[config.mk]
export PLATFORM = sky130hd
export DESIGN_NAME = ht_cmd_arbiter_flat
export DESIGN_NICKNAME = d
export VERILOG_FILES = /design/src/rtl/ht_cmd_arbiter_if.sv /design/src/rtl/ht_cmd_arbiter.sv /design/src/flat_wrapper.sv
export SDC_FILE = /design/constraint.sdc
export NUM_CORES = 1
export LEC_CHECK = 0
export ABC_AREA = 1
export BUFFER_PORTS_ARGS = -buffer_cell sky130_fd_sc_hd__buf_2
export CAP_MARGIN = 20
export CELL_PAD_IN_SITES_DETAIL_PLACEMENT = 0
export CELL_PAD_IN_SITES_GLOBAL_PLACEMENT = 1
export CORE_ASPECT_RATIO = 0.75
export CORE_MARGIN = 2
export CORE_UTILIZATION = 35
export CTS_CLUSTER_DIAMETER = 200
export DETAILED_ROUTE_END_ITERATION = 8
export PLACE_DENSITY = 0.95
export SLEW_MARGIN = 40
export SYNTH_ARGS = -nofsm -noshare
export SYNTH_HDL_FRONTEND = slang
export SYNTH_SLANG_ARGS = --single-unit
[constraint.sdc]
create_clock -name clk_i -period 7.85 [get_ports clk_i]
set_input_delay 0.3925 -clock clk_i [delete_from_list [all_inputs] [get_ports clk_i]]
set_output_delay 0.3925 -clock clk_i [all_outputs]
set_load 0.02 [all_outputs]
[src/rtl/ht_cmd_arbiter_if.sv]
// Hash-table command/result types and the bus bundle between clients, arbiter and hash table.
// The arbiter binds the slave modport; the surrounding environment binds master.
package ht_pkg;
    typedef struct packed {
        logic [1:0]  opcode;
        logic [15:0] key;
        logic [15:0] value;
    } ht_command_t;

    typedef struct packed {
        logic        found;
        logic [15:0] key;
        logic [15:0] value;
    } ht_result_t;
endpackage

interface ht_cmd_arbiter_if #(
    parameter int CLIENTS = 4
);
    ht_pkg::ht_command_t [CLIENTS-1:0] cli_cmd_i;
    logic [CLIENTS-1:0]                cli_cmd_valid_i;
    logic [CLIENTS-1:0]                cli_cmd_ready_o;
    ht_pkg::ht_command_t               ht_cmd_o;
    logic                              ht_cmd_valid_o;
    logic                              ht_cmd_ready_i;
    ht_pkg::ht_result_t                ht_res_i;
    logic                              ht_res_valid_i;
    logic                              ht_res_ready_o;
    ht_pkg::ht_result_t                cli_res_o;
    logic [CLIENTS-1:0]                cli_res_valid_o;
    logic [CLIENTS-1:0]                cli_res_ready_i;

    modport slave (
        input  cli_cmd_i, cli_cmd_valid_i, ht_cmd_ready_i,
        input  ht_res_i, ht_res_valid_i, cli_res_ready_i,
        output cli_cmd_ready_o, ht_cmd_o, ht_cmd_valid_o,
        output ht_res_ready_o, cli_res_o, cli_res_valid_o
    );

    modport master (
        output cli_cmd_i, cli_cmd_valid_i, ht_cmd_ready_i,
        output ht_res_i, ht_res_valid_i, cli_res_ready_i,
        input  cli_cmd_ready_o, ht_cmd_o, ht_cmd_valid_o,
        input  ht_res_ready_o, cli_res_o, cli_res_valid_o
    );
endinterface

[src/rtl/ht_cmd_arbiter.sv]
// Round-robin arbiter sharing one hash-table command port among CLIENTS requesters;
// an in-order requester-ID FIFO routes each returning result to its owner.
module ht_cmd_arbiter #(
    parameter int CLIENTS      = 4,
    parameter int MAX_INFLIGHT = 16
) (
    input  logic                              clk_i,
    input  logic                              rst_n_i,
    ht_cmd_arbiter_if.slave                   bus,
    output logic [$clog2(MAX_INFLIGHT+1)-1:0] inflight_o,
    output logic                              err_o
);
    import ht_pkg::*;

    localparam int IDW  = (CLIENTS > 1) ? $clog2(CLIENTS) : 1;
    localparam int IDW1 = IDW + 1;
    localparam int PW   = $clog2(MAX_INFLIGHT);
    localparam int CW   = $clog2(MAX_INFLIGHT + 1);
    localparam logic [CW-1:0]   MAX_N   = CW'(MAX_INFLIGHT);
    localparam logic [IDW1-1:0] CLI_N   = IDW1'(CLIENTS);
    localparam logic [IDW-1:0]  LAST_ID = IDW'(CLIENTS - 1);

    ht_command_t     cmd_q, cmd_d;
    logic            cmd_vld_q, cmd_vld_d;
    logic [IDW-1:0]  rr_ptr_q, rr_ptr_d;
    logic [IDW-1:0]  fifo_q [MAX_INFLIGHT];
    logic [PW-1:0]   wr_ptr_q, wr_ptr_d;
    logic [PW-1:0]   rd_ptr_q, rd_ptr_d;
    logic [CW-1:0]   inflight_q, inflight_d;
    logic            err_q, err_d;

    logic            slot_free;
    logic            any_valid;
    logic            can_grant;
    logic            fifo_empty;
    logic            res_ready;
    logic            pop;
    logic [IDW-1:0]  winner;
    logic [IDW-1:0]  head_id;
    logic [IDW1-1:0] rr_cand;

    assign slot_free  = !cmd_vld_q || bus.ht_cmd_ready_i;
    assign any_valid  = |bus.cli_cmd_valid_i;
    assign can_grant  = slot_free && (inflight_q < MAX_N) && any_valid;
    assign fifo_empty = (inflight_q == '0);
    assign head_id    = fifo_q[rd_ptr_q];
    // An orphan result is swallowed so the hash table pipeline never stalls on it.
    assign res_ready  = fifo_empty ? 1'b1 : bus.cli_res_ready_i[head_id];
    assign pop        = bus.ht_res_valid_i && res_ready && !fifo_empty;

    // Descending scan so the valid client closest to rr_ptr is written last and wins.
    always_comb begin
        winner  = rr_ptr_q;
        rr_cand = '0;
        for (int i = CLIENTS - 1; i >= 0; i--) begin
            rr_cand = {1'b0, rr_ptr_q} + IDW1'(i);
            if (rr_cand >= CLI_N) begin
                rr_cand = rr_cand - CLI_N;
            end
            if (bus.cli_cmd_valid_i[rr_cand[IDW-1:0]]) begin
                winner = rr_cand[IDW-1:0];
            end
        end
    end

    always_comb begin
        bus.cli_cmd_ready_o = '0;
        bus.cli_res_valid_o = '0;
        for (int i = 0; i < CLIENTS; i++) begin
            bus.cli_cmd_ready_o[i] = can_grant && (winner == IDW'(i));
            bus.cli_res_valid_o[i] = bus.ht_res_valid_i && !fifo_empty && (head_id == IDW'(i));
        end
    end

    assign bus.ht_cmd_o       = cmd_q;
    assign bus.ht_cmd_valid_o = cmd_vld_q;
    assign bus.ht_res_ready_o = res_ready;
    assign bus.cli_res_o      = bus.ht_res_i;
    assign inflight_o         = inflight_q;
    assign err_o              = err_q;

    always_comb begin
        cmd_d      = cmd_q;
        cmd_vld_d  = cmd_vld_q;
        rr_ptr_d   = rr_ptr_q;
        wr_ptr_d   = wr_ptr_q;
        rd_ptr_d   = rd_ptr_q;
        inflight_d = inflight_q;
        err_d      = err_q || (bus.ht_res_valid_i && fifo_empty);
        if (slot_free) begin
            cmd_vld_d = can_grant;
        end
        if (can_grant) begin
            cmd_d    = bus.cli_cmd_i[winner];
            wr_ptr_d = wr_ptr_q + 1'b1;
            rr_ptr_d = (winner == LAST_ID) ? '0 : winner + 1'b1;
        end
        if (pop) begin
            rd_ptr_d = rd_ptr_q + 1'b1;
        end
        case ({can_grant, pop})
            2'b10:   inflight_d = inflight_q + 1'b1;
            2'b01:   inflight_d = inflight_q - 1'b1;
            default: inflight_d = inflight_q;
        endcase
    end

    always_ff @(posedge clk_i) begin
        if (!rst_n_i) begin
            cmd_q      <= '0;
            cmd_vld_q  <= 1'b0;
            rr_ptr_q   <= '0;
            wr_ptr_q   <= '0;
            rd_ptr_q   <= '0;
            inflight_q <= '0;
            err_q      <= 1'b0;
        end else begin
            cmd_q      <= cmd_d;
            cmd_vld_q  <= cmd_vld_d;
            rr_ptr_q   <= rr_ptr_d;
            wr_ptr_q   <= wr_ptr_d;
            rd_ptr_q   <= rd_ptr_d;
            inflight_q <= inflight_d;
            err_q      <= err_d;
        end
    end

    // ID storage needs no reset: occupancy is tracked by inflight_q and the pointers.
    always_ff @(posedge clk_i) begin
        if (can_grant) begin
            fifo_q[wr_ptr_q] <= winner;
        end
    end
endmodule

[src/flat_wrapper.sv]
// flat-port wrapper written by rule: the top's interface ports become plain ports
module ht_cmd_arbiter_flat import ht_pkg::*;
#(
    parameter int CLIENTS      = 4,
    parameter int MAX_INFLIGHT = 16
)
  (clk_i, rst_n_i, inflight_o, err_o, bus_cli_cmd_i, bus_cli_cmd_valid_i, bus_ht_cmd_ready_i, bus_ht_res_i, bus_ht_res_valid_i, bus_cli_res_ready_i, bus_cli_cmd_ready_o, bus_ht_cmd_o, bus_ht_cmd_valid_o, bus_ht_res_ready_o, bus_cli_res_o, bus_cli_res_valid_o);
  ht_cmd_arbiter_if #(.CLIENTS(CLIENTS)) bus_i ();
  input  logic clk_i;
  input  logic rst_n_i;
  output logic [$clog2(MAX_INFLIGHT+1)-1:0] inflight_o;
  output logic err_o;
  input wire logic [$bits(bus_i.cli_cmd_i)-1:0] bus_cli_cmd_i;
  input wire logic [$bits(bus_i.cli_cmd_valid_i)-1:0] bus_cli_cmd_valid_i;
  input wire logic [$bits(bus_i.ht_cmd_ready_i)-1:0] bus_ht_cmd_ready_i;
  input wire logic [$bits(bus_i.ht_res_i)-1:0] bus_ht_res_i;
  input wire logic [$bits(bus_i.ht_res_valid_i)-1:0] bus_ht_res_valid_i;
  input wire logic [$bits(bus_i.cli_res_ready_i)-1:0] bus_cli_res_ready_i;
  output wire logic [$bits(bus_i.cli_cmd_ready_o)-1:0] bus_cli_cmd_ready_o;
  output wire logic [$bits(bus_i.ht_cmd_o)-1:0] bus_ht_cmd_o;
  output wire logic [$bits(bus_i.ht_cmd_valid_o)-1:0] bus_ht_cmd_valid_o;
  output wire logic [$bits(bus_i.ht_res_ready_o)-1:0] bus_ht_res_ready_o;
  output wire logic [$bits(bus_i.cli_res_o)-1:0] bus_cli_res_o;
  output wire logic [$bits(bus_i.cli_res_valid_o)-1:0] bus_cli_res_valid_o;
  assign bus_i.cli_cmd_i = bus_cli_cmd_i;
  assign bus_i.cli_cmd_valid_i = bus_cli_cmd_valid_i;
  assign bus_i.ht_cmd_ready_i = bus_ht_cmd_ready_i;
  assign bus_i.ht_res_i = bus_ht_res_i;
  assign bus_i.ht_res_valid_i = bus_ht_res_valid_i;
  assign bus_i.cli_res_ready_i = bus_cli_res_ready_i;
  assign bus_cli_cmd_ready_o = bus_i.cli_cmd_ready_o;
  assign bus_ht_cmd_o = bus_i.ht_cmd_o;
  assign bus_ht_cmd_valid_o = bus_i.ht_cmd_valid_o;
  assign bus_ht_res_ready_o = bus_i.ht_res_ready_o;
  assign bus_cli_res_o = bus_i.cli_res_o;
  assign bus_cli_res_valid_o = bus_i.cli_res_valid_o;
  ht_cmd_arbiter #(.CLIENTS(CLIENTS), .MAX_INFLIGHT(MAX_INFLIGHT)) u_core (.clk_i(clk_i), .rst_n_i(rst_n_i), .bus(bus_i), .inflight_o(inflight_o), .err_o(err_o));
endmodule
# After elaboration in Yosys (flattened, before gate mapping)

Memories as Yosys holds them, arrays and structs flattened. A register that Yosys moved wholly into a read port is not among the register bits.
Cells that the tools add are included.

Register bits: 51
Memory bits (writable): 32
Memories kept: 1
Logic and storage cells: 91
Output and inout port bits: 83

Memory list:

| memory        | depth | bits a word | read ports | clocked after Yosys merged registers in | write ports | RTL line             | source |
|---|---|---|---|---|---|---|---|
| u_core.fifo_q | 16    | 2           | 1          | 1                                       | 1           | ht_cmd_arbiter.sv:26 | `logic [IDW-1:0] fifo_q [MAX_INFLIGHT];` |

Add/sub/neg operators: 12
Magnitude comparators: 11
Reductions and logical operators: 23
Eq/ne operators: 8
Multiplexer cells: 27

Operator list:

| operator            | count |
|---|---|
| $bmux 34 s2         | 1 |
| $mux 34             | 1 |
| $lt 2x3->1 const B  | 6 |
| $mux 2              | 9 |
| $logic_and 1x1->1   | 14 |
| $bmux 1 s2          | 5 |
| $eq 2x2->1 const B  | 5 |
| $pmux 5 s2          | 1 |
| $ge 3x3->1 const B  | 3 |
| $add 4x1->4 const B | 2 |
| $mux 1              | 8 |
| $mux 4              | 2 |
| $sub 2x1->2 const B | 4 |
| $add 2x2->3 const B | 2 |
| $eq 2x1->1 const B  | 3 |
| $add 5x1->5 const B | 1 |
| $logic_not 5->1     | 1 |
| $lt 5x5->1 const B  | 1 |
| $sub 5x1->5 const B | 1 |
| $logic_not 2->1     | 2 |
| $reduce_or 4->1     | 1 |
| $add 2x1->3 const B | 1 |
| $ge 2x3->1 const B  | 1 |
| $add 2x1->2 const B | 1 |
| 3 further kinds     | 5 |

# Logic depth before layout (Yosys ltp)

Depth after elaboration: 11
Depth in mapped cells: 27
Depth with buffers taken out: 25

# Worst setup path before layout

OpenSTA, ideal clock, no wires.

Kind: register -> register
From: register with a tool-made name
To: register u_core.inflight_q[4] (netlist: u_core.inflight_o[4])
Arrival: 2.829 ns
Data required time: 7.720 ns
Path slack: 4.890 ns
Buffers on the path: 3
Stages on the path, launching flop included: 27
Cell sequence: dfxtp_1 buf_2 inv_2 buf_6 nand2_1 nand3_1 nand3_1 nand3_1 nand2_2 nand2_1 nand2_1 nand2_1 nand2_1 nand2_2 inv_1 ha_1 clkbuf_1 nor2_1 nor2_1 ha_1 a21oi_1 o31ai_1 nand2_1 nand2_1 nor2_1 o21ai_0 a21oi_1

RTL lines:

| element              | RTL line              | source |
|---|---|---|
| to (signal assigned) | ht_cmd_arbiter.sv:123 | `inflight_q <= inflight_d;` |
| to (decl)            | ht_cmd_arbiter.sv:29  | `logic [CW-1:0] inflight_q, inflight_d;` |

# Worst setup path in the final report

From: register u_core.rr_ptr_q[0]
To: output port bus_cli_cmd_ready_o[3]

Longest elaborated chain between the ends: 11

RTL lines:

| element                                          | RTL line                                   | source |
|---|---|---|
| from (decl)                                      | ht_cmd_arbiter.sv:25                       | `logic [IDW-1:0] rr_ptr_q, rr_ptr_d;` |
| from (signal assigned)                           | ht_cmd_arbiter.sv:120                      | `rr_ptr_q <= rr_ptr_d;` |
| $add 2x2->3                                      | ht_cmd_arbiter.sv:56                       | `rr_cand = {1'b0, rr_ptr_q} + IDW1'(i);` |
| $ge 3x3->1 / $sub 2x1->2 (equally long branches) | ht_cmd_arbiter.sv:57, ht_cmd_arbiter.sv:58 |  |
| $mux 2                                           | ht_cmd_arbiter.sv:57                       | `if (rr_cand >= CLI_N) begin` |
| $bmux 1 s2                                       | ht_cmd_arbiter.sv:60                       | `if (bus.cli_cmd_valid_i[rr_cand[IDW-1:0]]) begin` |
| $mux 1 (implied by the code)                     | ht_cmd_arbiter.sv:60                       |  |
| $mux 2 (3 in a row)                              | ht_cmd_arbiter.sv:60                       |  |
| $mux 2 *                                         | ht_cmd_arbiter.sv:60                       |  |
| $eq 2x2->1 *                                     | ht_cmd_arbiter.sv:70                       | `bus.cli_cmd_ready_o[i] = can_grant && (winner == IDW'(i));` |
| $logic_and 1x1->1 *                              | ht_cmd_arbiter.sv:70                       |  |
| to (decl)                                        | flat_wrapper.sv:19                         | `output wire logic [$bits(bus_i.cli_cmd_ready_o)-1:0] bus_cli_cmd_ready_o;` |

Mark *: on every way between the ends. The rest lies on a longest branch, timed or not. The select of a mux whose other input is x is not followed.

==> flow_metrics.tcl <==
set metrics [dict create \
    syn_area_per_cell_um2 6.485 \
    tightest_slew_ns 0.8178 \
    start_kind "register" \
    finalWirelength_mm 16.82 \
    synth-edff-count 32 \
    hpwl_mm 11.99 \
    die_y_um 117.3 \
    hp-class "in -> reg" \
    post_cts_buffers 0 \
    cts_tree "done" \
    p_seq_share_pct 25.7 \
    fp.dieW_um 155.0 \
    postRouteAntennaNets 0 \
    internal_power_w 0.001455 \
    swShare_pct 50.85 \
    num_rows 41 \
    ys_ff_latch 87 \
    initial_core_util_pct 35.68 \
    cts.sinks 87 \
    powerDensity_nw_per_um2 418.0 \
    antenna_found_initial 1 \
    holdBufCountCts 0 \
    final_area_um2 7079 \
    synth_area_leaders "dfxtp_1 18%, edfxtp_1 16%, nand3_1 14%, nand2_1 12%, inv_1 12%" \
    pwr-share-clk_pct 15.2 \
    fin_crit_ns 4.364 \
    root_buffer "clkbuf_16" \
    ys_seq_area_share_pct 34.45 \
    slew_headroom_pct 45.48 \
    p_sw_w 0.001505 \
    placed_area_um2 6773 \
    yosysMostFrequentCell "nand2_1" \
    netlist.area_leader.share_pct 18.39 \
    syn_nets 1116 \
    clockBufferDepth 2 \
    drt_first_pass_iters 6 \
    fmax_mhz 229.2 \
    synthesis.area_um2 5986 \
    vias_per_cell 4.682 \
    gp_congestion 0.8345 \
    holdWs_ns 0.2822 \
    grt_max_degree 70 \
    critPathCaptureType "output pin" \
    rsz0062_at_grt "no" \
    worstSetupPathType "reg -> out" \
    die_area_um2 18180 \
    core_region_area_um2 16770 \
    grt.overflow.total 0 \
    io_pins 264 \
    post-route-period-util_pct 55.59 \
    drive_gt1_share_pct 21.72 \
    cts_inserted_buffers 9 \
    arrival_ns 3.97 \
    grt_pass1_vias 5490 \
    fillers 1787 \
    critPathRequiredTime_ns 7.46 \
    status "finished, final reports clean" \
    max_cap_violations 0 \
    synth_cell_types 29 \
    synth_area_leader_cell "dfxtp_1" \
    synthTopCellsByCount "188 x nand2_1, 184 x inv_1, 173 x nand3_1" \
    track_usage_pct 18.60 \
    power_leakage_nw 4.068 \
    routedWlPerCell_um 13.19 \
    fin_skew_ns 0.01230 \
    drt_iter0_drc 350 \
    yosys_warnings 0 \
    grt_pass1_wl_mm 26.85 \
    ys_async_sr_fraction_pct 0 \
    drv_slew 0 \
    synth_ff_type "dfxtp_1" \
    io_buffers 197 \
    hold_viol_final 0 \
    cts.repair.resized 0 \
    htree_num_levels 3 \
    vdd_ir_drop_max_v 0.0001812 \
    cp_max_fo 69 \
    setup_viol 0 \
    vias 5970 \
    clkTransAtPathRegs_ns 0.07 \
    syn_to_final_growth_pct 18.27 \
    nets 1247 \
    clk_latency_ns 0.35 \
    synthCells 923 \
    drc 0 \
    comb_power_share_pct 59.2 \
    tns_ns 0 \
]
## registers in the layout (all words and copies together), names as in the netlist, named ones only
signal / count
u_core.rr_ptr_q: 2
u_core.inflight_o: 5
u_core.bus.ht_cmd_valid_o: 1
u_core.fifo_q: 32
u_core.wr_ptr_q: 4
u_core.err_o: 1
u_core.rd_ptr_q: 4
u_core.bus.ht_cmd_o: 34
## worst paths after layout
check | start | end | slack (ns) | cells past startpoint
worst max-delay path | u_core.rr_ptr_q[0] | bus_cli_cmd_ready_o[3] | 3.49 | 13
worst min-delay path | bus_ht_res_valid_i | u_core.err_o | 0.28 | 3
worst max register to register | u_core.rr_ptr_q[0] | u_core.rr_ptr_q[1] | 4.11 | 12
worst min register to register | u_core.err_o | u_core.err_o | 0.46 | 2
## power groups by stage
stage	Clock, W	Sequential (W)	Combinational [W]
floorplan	0	0.000849	0.00126
global placement	0	0.000764	0.00172
detailed placement	0	0.000768	0.00174
CTS	0.000459	0.000760	0.00175
global route	0.000474	0.000777	0.00199
finish	0.000449	0.000760	0.00175
## cell type report
type	count	area (um2)	share of cell area (%)
sequential	87	2062	29.13
inverter	190	715.7	10.11
clock buffer	10	229.0	3.234
antenna	1	2.502	0.03535
timing repair buffer	201	1016	14.35
clock inverter	6	75.07	1.060
tap	215	269.0	3.800
multi-input combinational	565	2710	38.28
## logic make-up after synthesis
kind of cell               Yosys count  share of synthesized area, %
buffers and inverters              271                         20.44
adders and majority gates           12                         2.508
and+or+nand+nor                    513                         38.73
AOI/OAI and AO/OA                   33                         2.843
xor gates and xnor gates             7                         1.024
DFF                                 87                         34.45
## cells in the final DEF (no fill, tap or decap), drive strengths merged
| master | netlist | routed |
|---|---|---|
| buf | 69 | 201 |
| nand2 | 195 | 195 |
| inv | 189 | 193 |
| nand3 | 174 | 174 |
| nor2 | 103 | 103 |
| dfxtp | 55 | 55 |
| nand3b | 34 | 34 |
| edfxtp | 32 | 32 |
| a21oi | 16 | 16 |
| o21ai | 15 | 15 |
| ha | 12 | 12 |
| clkbuf | 12 | 10 |
| xnor2 | 5 | 5 |
| nor3 | 4 | 4 |
| nand4 | 3 | 3 |
| xor2 | 2 | 2 |
| diode | 0 | 1 |
| clkinv | 1 | 1 |
| o31ai | 1 | 1 |
| o21a | 1 | 1 |
| clkinvlp | 0 | 1 |
| bufinv | 0 | 1 |
## metrics by stage
| step | total power, W | setup WS [ns] | instances | util [%] |
|---|---|---|---|---|
| floorplan | 0.002114 | 4.890 | 923 | - |
| global route | 0.003241 | 3.005 | 1274 | 42.19 |
| global placement | 0.002486 | 3.645 | 1258 | 40.31 |
| finish | 0.002959 | 3.486 | 1275 | 42.20 |
| CTS | 0.002970 | 3.520 | 1274 | 42.19 |
| detailed placement | 0.002512 | 3.915 | 1258 | 40.37 |
## critical path, cell delays in order, from the launching register on
cell	delay [ns]
dfxtp_1	0.64
nand2_1	0.09
o21ai_1	0.16
nand2_1	0.10
nand2_1	0.09
inv_2	0.04
nand2_2	0.10
nand3_4	0.56
nand2_4	0.79
buf_4	0.44
ha_1	0.21
inv_1	0.05
nor2_1	0.09
buf_2	0.17
## metal layers
| metal | vias up | routed length [um] | track usage, % |
|---|---|---|---|
| met5 | - | 11 | 0 |
| met2 | 245 | 7310 | 29.93 |
| met4 | 2 | 392 | 5.370 |
| met3 | 21 | 1373 | 5.376 |
| li1 | 3066 | - | - |
| met1 | 2636 | 7732 | 24.56 |
Power figures use the tool's default switching activity.
